===== config.mk =====
export PLATFORM = sky130hd
export DESIGN_NAME = csm_stim_gen
export DESIGN_NICKNAME = d
export VERILOG_FILES = /design/src/rtl/csm_stim_gen.sv
export SDC_FILE = /design/constraint.sdc
export NUM_CORES = 1
export LEC_CHECK = 0
export ABC_AREA = 1
export CAP_MARGIN = 25
export CORE_UTILIZATION = 44
export DETAILED_ROUTE_END_ITERATION = 8
export GPL_ROUTABILITY_DRIVEN = 1
export PLACE_DENSITY = 0.68
export SETUP_SLACK_MARGIN = 0.1
export SKIP_LAST_GASP = 1
export SYNTH_ARGS = -nofsm -noshare
export SYNTH_HDL_FRONTEND = slang
export SYNTH_SLANG_ARGS = --single-unit

===== constraint.sdc =====
create_clock -name clk -period 3.4 [get_ports clk]
set_input_delay 0.34 -clock clk [delete_from_list [all_inputs] [get_ports clk]]
set_output_delay 0.34 -clock clk [all_outputs]
set_load 0.02 [all_outputs]

===== src/rtl/csm_stim_gen.sv =====
// csm_stim_gen: stimulus sequencer for the CSM shared-memory DUT.
// A 64-bit LFSR chooses a scenario, two ports (A, B) with their addresses and data for each
// iteration. A directed mode instead replays one scenario from the dir_* inputs. The ops of
// each scenario step are issued as per-port valid/ready handshakes.
//
// Ports:
//   clk, reset        clock and synchronous active-high reset
//   start             begin a run (sampled in IDLE or DONE)
//   mode_dir          directed mode select (sampled in DRAW)
//   dir_scn           directed scenario index
//   dir_a/b_addr/data directed addresses and data
//   op_valid/op_ready per-port handshake
//   op_code           per port 3 bits: 0 NOP, 1 READ, 2 WRITE, 3 HOLD, 4 RELEASE
//   op_addr, op_data  per-port address and data
//   busy, done        run status
//   iter_count        completed iterations
module csm_stim_gen #(
  parameter int unsigned NPORTS = 2,
  parameter int unsigned AW     = 2,
  parameter int unsigned DW     = 8,
  parameter int unsigned ITER   = 1000,
  parameter logic [63:0] SEED   = 64'h1
) (
  input  logic                   clk,
  input  logic                   reset,
  input  logic                   start,
  input  logic                   mode_dir,
  input  logic [3:0]             dir_scn,
  input  logic [AW-1:0]          dir_a_addr,
  input  logic [AW-1:0]          dir_b_addr,
  input  logic [DW-1:0]          dir_a_data,
  input  logic [DW-1:0]          dir_b_data,
  output logic [NPORTS-1:0]      op_valid,
  input  logic [NPORTS-1:0]      op_ready,
  output logic [3*NPORTS-1:0]    op_code,
  output logic [AW*NPORTS-1:0]   op_addr,
  output logic [DW*NPORTS-1:0]   op_data,
  output logic                   busy,
  output logic                   done,
  output logic [15:0]            iter_count
);

  localparam int unsigned PW = $clog2(NPORTS);
  localparam logic [63:0] SeedEff = (SEED == 64'h0) ? 64'h1 : SEED;
  localparam logic [15:0] IterMax = 16'(ITER);

  // Field offsets within the post-advance LFSR word.
  localparam int unsigned OffAAddr = 4;
  localparam int unsigned OffACls  = OffAAddr + AW;
  localparam int unsigned OffARnd  = OffACls + 2;
  localparam int unsigned OffBAddr = OffARnd + DW;
  localparam int unsigned OffBCls  = OffBAddr + AW;
  localparam int unsigned OffBRnd  = OffBCls + 2;
  localparam int unsigned OffPa    = OffBRnd + DW;
  localparam int unsigned OffOff   = OffPa + PW;

  localparam logic [2:0] OpNop  = 3'd0;
  localparam logic [2:0] OpRead = 3'd1;
  localparam logic [2:0] OpWr   = 3'd2;
  localparam logic [2:0] OpHold = 3'd3;
  localparam logic [2:0] OpRel  = 3'd4;

  typedef enum logic [1:0] {StIdle, StDraw, StStep, StDone} state_e;

  // Returns {a_op, b_op} for step s of scenario scn.
  function automatic logic [5:0] step_ops(input logic [3:0] scn, input logic [1:0] s);
    logic [2:0] a, b;
    a = OpNop;
    b = OpNop;
    case (scn)
      4'd0:  if (s == 2'd0) a = OpRead;
      4'd1:  if (s == 2'd0) a = OpWr;
      4'd2:  if (s == 2'd0) b = OpWr;
      4'd3:  if (s == 2'd0) b = OpRead;
      4'd4:  begin if (s == 2'd0) a = OpRead; if (s == 2'd1) b = OpRead; end
      4'd5:  begin if (s == 2'd0) a = OpRead; if (s == 2'd1) b = OpWr;   end
      4'd6:  begin if (s == 2'd0) a = OpWr;   if (s == 2'd1) b = OpRead; end
      4'd7:  if (s == 2'd0) begin a = OpHold; b = OpRead; end
      4'd8:  if (s == 2'd0) begin a = OpRead; b = OpHold; end
      4'd9:  begin
        if (s == 2'd0) a = OpHold;
        if (s == 2'd1) a = OpRel;
        if (s == 2'd2) b = OpRead;
      end
      4'd10: begin if (s == 2'd0) a = OpRead; if (s == 2'd1) a = OpRead; end
      4'd11: begin if (s == 2'd0) a = OpWr;   if (s == 2'd1) a = OpWr;   end
      4'd12: begin if (s == 2'd0) a = OpWr;   if (s == 2'd1) a = OpRead; end
      4'd13: if (s == 2'd0) begin a = OpWr; b = OpWr; end
      4'd14: if (s == 2'd0) begin a = OpHold; b = OpHold; end
      default: begin if (s == 2'd0) a = OpHold; if (s == 2'd1) b = OpHold; end
    endcase
    return {a, b};
  endfunction

  function automatic logic [1:0] last_step(input logic [3:0] scn);
    case (scn)
      4'd4, 4'd5, 4'd6, 4'd10, 4'd11, 4'd12, 4'd15: return 2'd1;
      4'd9:                                         return 2'd2;
      default:                                      return 2'd0;
    endcase
  endfunction

  function automatic logic [DW-1:0] cls_data(input logic [1:0] cls, input logic [DW-1:0] rnd);
    case (cls)
      2'b00:   return '0;
      2'b01:   return '1;
      default: return rnd;
    endcase
  endfunction

  state_e              state_q;
  logic [1:0]          s_q;
  logic [63:0]         lfsr_q;
  logic [15:0]         iter_q;
  logic [3:0]          scn_q;
  logic [PW-1:0]       pa_q, pb_q;
  logic [AW-1:0]       a_addr_q, b_addr_q;
  logic [DW-1:0]       a_data_q, b_data_q;
  logic [NPORTS-1:0]   op_valid_q;
  logic [3*NPORTS-1:0] op_code_q;
  logic [AW*NPORTS-1:0] op_addr_q;
  logic [DW*NPORTS-1:0] op_data_q;
  logic                busy_q, done_q;

  logic                fb;
  logic [63:0]         lfsr_adv;
  logic [3:0]          dr_scn, ld_scn;
  logic [PW-1:0]       dr_pa, dr_pb, dr_off, ld_pa, ld_pb;
  logic [AW-1:0]       dr_a_addr, dr_b_addr, ld_a_addr, ld_b_addr;
  logic [DW-1:0]       dr_a_data, dr_b_data, ld_a_data, ld_b_data;
  logic [1:0]          ld_s;
  logic [2:0]          ld_a_op, ld_b_op;
  logic [NPORTS-1:0]   nx_valid, accepted, remaining;
  logic [3*NPORTS-1:0] nx_code;
  logic [AW*NPORTS-1:0] nx_addr;
  logic [DW*NPORTS-1:0] nx_data;

  always_comb begin
    fb       = lfsr_q[63] ^ lfsr_q[62] ^ lfsr_q[60] ^ lfsr_q[59];
    lfsr_adv = {lfsr_q[62:0], fb};

    dr_off    = lfsr_adv[OffOff +: PW];
    dr_scn    = lfsr_adv[3:0];
    dr_a_addr = lfsr_adv[OffAAddr +: AW];
    dr_b_addr = lfsr_adv[OffBAddr +: AW];
    dr_a_data = cls_data(lfsr_adv[OffACls +: 2], lfsr_adv[OffARnd +: DW]);
    dr_b_data = cls_data(lfsr_adv[OffBCls +: 2], lfsr_adv[OffBRnd +: DW]);
    dr_pa     = lfsr_adv[OffPa +: PW];
    // Zero offset would alias B onto A, so it is forced to 1.
    dr_pb     = dr_pa ^ ((dr_off == '0) ? PW'(1) : dr_off);
    if (mode_dir) begin
      dr_scn    = dir_scn;
      dr_a_addr = dir_a_addr;
      dr_b_addr = dir_b_addr;
      dr_a_data = dir_a_data;
      dr_b_data = dir_b_data;
      dr_pa     = '0;
      dr_pb     = PW'(1);
    end

    // In DRAW the first step comes from the fresh draw; in STEP the next step from the latch.
    if (state_q == StDraw) begin
      ld_scn = dr_scn;   ld_s = 2'd0;
      ld_pa = dr_pa;     ld_pb = dr_pb;
      ld_a_addr = dr_a_addr; ld_b_addr = dr_b_addr;
      ld_a_data = dr_a_data; ld_b_data = dr_b_data;
    end else begin
      ld_scn = scn_q;    ld_s = s_q + 2'd1;
      ld_pa = pa_q;      ld_pb = pb_q;
      ld_a_addr = a_addr_q; ld_b_addr = b_addr_q;
      ld_a_data = a_data_q; ld_b_data = b_data_q;
    end
    {ld_a_op, ld_b_op} = step_ops(ld_scn, ld_s);

    nx_valid = '0;
    nx_code  = '0;
    nx_addr  = '0;
    nx_data  = '0;
    for (int p = 0; p < int'(NPORTS); p++) begin
      if (ld_a_op != OpNop && ld_pa == PW'(p)) begin
        nx_valid[p]         = 1'b1;
        nx_code[p*3 +: 3]   = ld_a_op;
        nx_addr[p*AW +: AW] = ld_a_addr;
        nx_data[p*DW +: DW] = ld_a_data;
      end else if (ld_b_op != OpNop && ld_pb == PW'(p)) begin
        nx_valid[p]         = 1'b1;
        nx_code[p*3 +: 3]   = ld_b_op;
        nx_addr[p*AW +: AW] = ld_b_addr;
        nx_data[p*DW +: DW] = ld_b_data;
      end
    end

    accepted  = op_valid_q & op_ready;
    remaining = op_valid_q & ~op_ready;
  end

  always_ff @(posedge clk) begin
    if (reset) begin
      state_q    <= StIdle;
      s_q        <= 2'd0;
      lfsr_q     <= SeedEff;
      iter_q     <= 16'd0;
      scn_q      <= 4'd0;
      pa_q       <= '0;
      pb_q       <= '0;
      a_addr_q   <= '0;
      b_addr_q   <= '0;
      a_data_q   <= '0;
      b_data_q   <= '0;
      op_valid_q <= '0;
      op_code_q  <= '0;
      op_addr_q  <= '0;
      op_data_q  <= '0;
      busy_q     <= 1'b0;
      done_q     <= 1'b0;
    end else begin
      unique case (state_q)
        StIdle: begin
          if (start) begin
            state_q <= StDraw;
            busy_q  <= 1'b1;
          end
        end
        StDone: begin
          if (start) begin
            state_q <= StDraw;
            iter_q  <= 16'd0;
            busy_q  <= 1'b1;
            done_q  <= 1'b0;
          end
        end
        StDraw: begin
          lfsr_q     <= lfsr_adv;
          scn_q      <= ld_scn;
          pa_q       <= ld_pa;
          pb_q       <= ld_pb;
          a_addr_q   <= ld_a_addr;
          b_addr_q   <= ld_b_addr;
          a_data_q   <= ld_a_data;
          b_data_q   <= ld_b_data;
          s_q        <= 2'd0;
          op_valid_q <= nx_valid;
          op_code_q  <= nx_code;
          op_addr_q  <= nx_addr;
          op_data_q  <= nx_data;
          state_q    <= StStep;
        end
        StStep: begin
          if (remaining == '0) begin
            if (s_q == last_step(scn_q)) begin
              iter_q     <= iter_q + 16'd1;
              op_valid_q <= '0;
              op_code_q  <= '0;
              op_addr_q  <= '0;
              op_data_q  <= '0;
              if (iter_q + 16'd1 == IterMax) begin
                state_q <= StDone;
                busy_q  <= 1'b0;
                done_q  <= 1'b1;
              end else begin
                state_q <= StDraw;
              end
            end else begin
              s_q        <= s_q + 2'd1;
              op_valid_q <= nx_valid;
              op_code_q  <= nx_code;
              op_addr_q  <= nx_addr;
              op_data_q  <= nx_data;
            end
          end else begin
            // Retire accepted ports individually; the rest stay stable.
            for (int p = 0; p < int'(NPORTS); p++) begin
              if (accepted[p]) begin
                op_valid_q[p]         <= 1'b0;
                op_code_q[p*3 +: 3]   <= OpNop;
                op_addr_q[p*AW +: AW] <= '0;
                op_data_q[p*DW +: DW] <= '0;
              end
            end
          end
        end
        default: state_q <= StIdle;
      endcase
    end
  end

  assign op_valid   = op_valid_q;
  assign op_code    = op_code_q;
  assign op_addr    = op_addr_q;
  assign op_data    = op_data_q;
  assign busy       = busy_q;
  assign done       = done_q;
  assign iter_count = iter_q;

endmodule


# --- Yosys cells after proc, flatten, opt, wreduce, memory -nomap -nowiden ---
# Memory sizes are Yosys's and may differ from the RTL's. A register that Yosys moved wholly into a read port is not among the register bits.
# Index checks and enable logic that the tools add are counted.
op_classes:
  eq_ne: 31
  add_sub_neg: 2
  reduce_logical: 31
  n_bitwise: 9
  mux: 93
ops:
  columns: ["operator", "count"]
  rows:
  - ["two-way mux 16 bit", 5]
  - ["two-way mux 8 bit", 10]
  - ["case mux 16 bit (2 select lines)", 2]
  - ["two-way mux 2 bit", 26]
  - ["case mux 8 bit (2 select lines)", 2]
  - ["two-way mux 3 bit", 10]
  - ["equality test 4 bit (second input constant)", 7]
  - ["two-way mux 4 bit", 6]
  - ["two-way mux 1 bit", 21]
  - ["case mux 3 bit (7 select lines)", 1]
  - ["adder 16 x 1 -> 16 bit (second input constant)", 1]
  - ["equality test 16 x 10 -> 1 bit (second input constant)", 1]
  - ["equality test 4 x 3 -> 1 bit (second input constant)", 4]
  - ["case mux 2 bit (7 select lines)", 1]
  - ["two-way mux 6 bit", 2]
  - ["case mux 6 bit (2 select lines)", 1]
  - ["OR reduction 2 bit", 6]
  - ["logical NOT 2 bit", 5]
  - ["inequality test 2 bit (second input constant)", 5]
  - ["AND reduction 5 bit", 2]
  - ["equality test 2 x 1 -> 1 bit (second input constant)", 4]
  - ["equality test 4 x 2 -> 1 bit (second input constant)", 2]
  - ["case mux 2 bit (2 select lines)", 2]
  - ["case mux 4 bit (2 select lines)", 1]
  - ["other kinds (22)", 39]
word_totals:
  input_bits: 30
  romBits: 32
  elab_cells: 188
  n_memories: 1
  reg_bits: 140
memory_table:
  columns: ["name", "words", "width", "rd", "rd_ports_with_merged_regs", "wr", "line_no", "text"]
  rows:
  - ["(no name shown)", 16, 2, 1, 1, 0, "96", "case (scn)"]

# --- Longest topological paths before layout ---
logic_depth:
  depth_word: 15
  mapped_depth: 19

# --- Least setup slack after synthesis ---
# No wires, ideal clock.
synth_timing:
  kind: "register to register"
  startpoint: "register state_q[1]"
  endpoint: "register op_data_q[10], in the netlist op_data[10]"
  path_stages_with_launch: 18
  arrival_time_ns: 2.140
  period_less_slack_ns: 2.272
  path_buffers: 2
  required_ns: 3.268
  slack_ns: 1.128
  path_cell_list: "dfxtp_1 > inv_1 > ha_1 > buf_6 > or2_4 > nand3_4 > nand3_1 > nand2_1 > nand2_1 > nor2_1 > nand2_1 > nand2_2 > nand3_4 > nand2_2 > buf_6 > nand2_1 > nand3_1 > a21oi_1"
synth_via:
  elab_chain_len: 12
  elab_cells_between_ends: 59
synth_rtl:
  columns: ["item", "line_no", "text"]
  rows:
  - ["from (decl)", "111", "state_e state_q;"]
  - ["from (signal assigned)", "199", "state_q <= StIdle;"]
  - ["from (signal assigned)", "220", "state_q <= StDraw;"]
  - ["from (signal assigned)", "226", "state_q <= StDraw;"]
  - ["equality test 2 x 1 -> 1 bit", "162, 217", null]
  - ["two-way mux 4 bit or two-way mux 2 bit (tied branches)", "162", "if (state_q == StDraw) begin"]
  - ["equality test 4 bit (tied with other cells)", "70", "case (scn)"]
  - ["OR reduction 5 bit (no source line) (tied with other cells)", null, null]
  - ["case mux 2 bit (7 select lines) (tied with other cells)", "70", null]
  - ["nonzero test 3 bit or case mux 3 bit (7 select lines) (tied branches)", "185, 70", null]
  - ["logical AND 1 bit or nonzero test 3 bit (tied branches)", "185, 180", null]
  - ["two-way mux 8 bit or logical AND 1 bit (tied branches)", "185, 180", null]
  - ["two-way mux 8 bit", "180", "if (ld_a_op != OpNop && ld_pa == PW'(p)) begin"]
  - ["two-way mux 16 bit", "250", "if (s_q == last_step(scn_q)) begin"]
  - ["two-way mux 16 bit", "249", "if (remaining == '0) begin"]
  - ["case mux 16 bit (2 select lines)", "217", "unique case (state_q)"]
  - ["to (signal assigned)", "245", "op_data_q <= nx_data;"]
  - ["to (signal assigned)", "268", "op_data_q <= nx_data;"]
  - ["to (decl)", "122", "logic [DW*NPORTS-1:0] op_data_q;"]
# Several ways; a longest one is shown, not always the timed one.
# A chain may end at the register's enable or synchronous reset.

# --- Worst setup path in the final report ---
layout_timing:
  startpoint: "register state_q[1]"
  endpoint: "register op_addr_q[3], in the netlist op_addr[3]"
layout_via:
  elab_chain_len: 12
  elab_cells_between_ends: 59
layout_rtl:
  columns: ["item", "line_no", "text"]
  rows:
  - ["equality test 2 x 1 -> 1 bit", "162, 217", null]
  - ["two-way mux 4 bit or two-way mux 2 bit (tied branches)", "162", null]
  - ["equality test 4 bit (tied with other cells)", "70", null]
  - ["OR reduction 5 bit (no source line) (tied with other cells)", null, null]
  - ["case mux 2 bit (7 select lines) (tied with other cells)", "70", null]
  - ["nonzero test 3 bit or case mux 3 bit (7 select lines) (tied branches)", "185, 70", null]
  - ["logical AND 1 bit or nonzero test 3 bit (tied branches)", "185, 180", null]
  - ["two-way mux 2 bit or logical AND 1 bit (tied branches)", "185, 180", null]
  - ["two-way mux 2 bit", "180", null]
  - ["two-way mux 4 bit", "250", null]
  - ["two-way mux 4 bit", "249", null]
  - ["case mux 4 bit (2 select lines)", "217", null]
  - ["to (signal assigned)", "244", "op_addr_q <= nx_addr;"]
  - ["to (signal assigned)", "267", "op_addr_q <= nx_addr;"]
  - ["to (decl)", "121", "logic [AW*NPORTS-1:0] op_addr_q;"]
# Several ways; a longest one is shown, not always the timed one.

==> reports/summary.txt <==
Mapped Nets: 998
Leakage: 3.408 nW
Post-Syn Area per Cell: 6.970 sq um
Reg-to-Reg Start: state_q[1]$_SDFFE_PP0P_
Seq cells post-synth: 142
WP data arrival: 3.24 ns
Row count: 44
Crit path required time: 3.76 ns
Clock slew at reported path FFs: 0.06 ns
Met3 usage: 4.750%
Post-synth EDFFs: 0
Crit. Startpoint: state_q[1]$_SDFFE_PP0P_
CTS tree: built
Routability congestion estimate: 0.9031
Post-route ant nets: 0
Crit Path Class: reg2reg
DRT Pass-1 Iters: 8
Synth warn: 0
Die area: 15740 sq um
Worst-Margin Slew: 0.7621 ns
Worst setup path endpoint: op_addr[3]$_SDFFE_PP0P_
DRC Markers: 4
Die W: 125.4 um
Hold slack final: 0.2975 ns
RSZ-0062 raised after global routing: false
Ys flop type: dfxtp_1
Clock buffer count from CTS: 17
Tcrit/Tclk final: 84.62%
Final Skew: 0.008403 ns
Min Tclk post-route: 2.877 ns
Maximum root-to-sink buffer count: 2
CP startpoint kind: flip-flop
Register area share after synthesis: 42.40%
Distinct cell type count after synthesis: 45
Synth async-reset ratio: 0%
CTS Root Cell: clkbuf_16
Pin count of the biggest net entering global routing: 91
Clock Sinks: 142
Initial Utilization: 45.62%
Dpl hpwl: 10.98 mm
Grt met2 use: 32.19%
DR WL/cell: 13.52 um
Worst Setup End Kind: flip-flop
Final WL: 16.36 mm
Worst skew pair latency: 0.42 ns
Antenna Cells: 0
Vias: 6411
Final nets: 1050
TNS Setup: 0 ns
# H-tree levels: 4
End of the worst register-to-register path: op_addr[3]$_SDFFE_PP0P_
Fmax: 347.6 MHz
CTS resizes: 0
Status: finished with violations
Syn Std Cell Area: 6705 sq um
I/O Buffers: 75
Max Cap Viol: 0
Layout area overhead: 21.09%
Busiest grt layer: met2
Met1 usage: 29.61%
Worst Reg-to-Reg Cells: 16
Iter 0 DRT Violations: 609
Failing checks: design-rule violations
Util after Layout: 55.23%
Via-to-Cell Ratio: 5.298
First-pass GRT wire length: 27.31 mm
Postcts setup bufs: 0
Max FO, Critical Path: 24
Finish-stage setup viols: 0
Grt total ovfl: 0
# hold bufs at CTS: 0
Max-slew violation count: 0
Overall Global Routing Usage: 21.40%
Share of cells above drive strength 1: 6.628%
Initial antenna violation count: 0
Maximum vdd drop: 0.3869 mV
Number of global-route vias before repair: 5608
Die Height: 125.4 um
Cell Pwr Density: 689.0 nW/um^2
Total core area: 14700 sq um
IO Count: 76
R2R setup slack: 0.52 ns
Final hold violation count: 0
Post-Syn Instances: 962
Class of the worst hold path: in2reg
Worst rel slew slack: 49.19%
## cell type report
cell class	instances	area, sq um
Clock buffer	21	440.4
Timing Repair Buffer	88	843.3
Clock inverter	10	140.1
Inverter	75	284.0
Sequential cell	142	2843
Multi-Input combinational cell	690	3338
Tap cell	184	230.2
Fill cell	1419	6580
## where the power goes
part	leakage (nW)	switching, mW	internal (mW)	total [mW]
logic	1.97	1.12	0.570	1.69
clock network	0.274	0.700	1.15	1.85
registers	1.16	0.133	1.92	2.05
total	3.41	1.96	3.64	5.59
## sequential cells by signal (all words and copies together) (netlist names), named ones only
signal	cells
pb_q	1
a_addr_q	2
pa_q	1
a_data_q	8
lfsr_q	64
op_code	6
iter_count	16
b_data_q	8
b_addr_q	2
op_valid	2
scn_q	4
op_addr	4
s_q	2
op_data	16
state_q	2
busy	1
done	1
## worst min-delay path by stage
stage	start	end	slack [ns]	cells after the start
floorplan	lfsr_q[28]$_SDFFE_PP0N_	lfsr_q[28]$_SDFFE_PP0N_	0.43	2
global placement	done$_SDFFE_PP0P_	done$_SDFFE_PP0P_	0.44	2
detailed placement	done$_SDFFE_PP0P_	done$_SDFFE_PP0P_	0.45	2
CTS	reset	iter_count[13]$_SDFFE_PP0P_	0.30	2
global route	reset	iter_count[14]$_SDFFE_PP0P_	0.30	2
finish	reset	iter_count[14]$_SDFFE_PP0P_	0.30	2
## kinds of logic after synthesis
family | count (synthesis) | share of synthesized area (%)
adders and majority gates | 6 | 1.120
xor gates and xnor gates | 13 | 1.698
buffers and inverters | 130 | 7.856
DFF | 142 | 42.40
and+or+nand+nor | 478 | 30.86
AOI/OAI and AO/OA | 193 | 16.07
## per-stage QoR
step | setup WS [ns] | area (sq um) | instances | power [mW]
2_1_floorplan | 1.128 | 6705 | 962 | 3.344
3_3_place_gp | 0.3906 | 7538 | 1179 | 3.745
3_5_place_dp | 0.3607 | 7538 | 1179 | 3.756
4_1_cts | 0.5620 | 8119 | 1210 | 5.619
5_1_grt | 0.2132 | 8119 | 1210 | 5.935
6_report | 0.5228 | 8119 | 1210 | 5.594
## routing by layer
layer	vias up	share of wire, %
met3	28	5.2
met2	174	44
li1	3279	-
met5	-	0
met4	0	1.9
met1	2930	48
## worst max-delay path, stage by stage, from the launching register on
cell,delay [ns]
dfxtp_1,0.33
inv_1,0.06
ha_2,0.43
nor2_1,0.15
a31oi_4,0.28
inv_2,0.16
nor2_2,0.14
nand2_1,0.07
nand2_1,0.08
nor2_1,0.04
nand2_1,0.07
nand2_2,0.09
nand3_4,0.25
nand2_2,0.27
a21oi_2,0.22
nand3_1,0.08
nand2_1,0.07
## synth_stat cells, types with 4 or more instances
library cell | count | area, sq um
ha_1 | 6 | 75.07
buf_1 | 4 | 15.01
a31oi_1 | 9 | 56.30
nand4_1 | 9 | 56.30
nor3_1 | 5 | 25.02
nand2_2 | 8 | 50.05
o21ai_0 | 78 | 390.4
nand3_1 | 95 | 475.5
a21oi_1 | 71 | 355.3
nand2_1 | 180 | 675.7
nor2_1 | 163 | 611.8
dfxtp_1 | 142 | 2843
inv_1 | 69 | 259.0
o22ai_1 | 10 | 62.56
o221ai_1 | 7 | 61.31
buf_2 | 5 | 25.02
clkbuf_1 | 41 | 153.9
xor2_1 | 10 | 87.58
nor4_1 | 4 | 25.02
## cells in the final DEF, fill, tap and decap left out, drive strengths merged, types with 2 or more instances in the layout
cell type	netlist	final
bufinv	0	3
o21a	3	3
xnor2	3	3
clkdlybuf4s50	0	74
clkbuf	41	21
clkinv	3	6
inv	72	73
a31oi	10	10
nand2	189	189
nand3	98	98
xor2	10	10
or2	3	3
o22ai	10	10
nor4	4	4
o211ai	2	2
buf	14	14
a2bb2oi	3	3
nor3	5	5
dfxtp	142	142
nor2	167	167
clkinvlp	0	3
o221ai	7	7
ha	6	6
nand4	9	9
o21ai	81	81
a21oi	73	73
No activity file was read; power rests on OpenSTA's default activity.
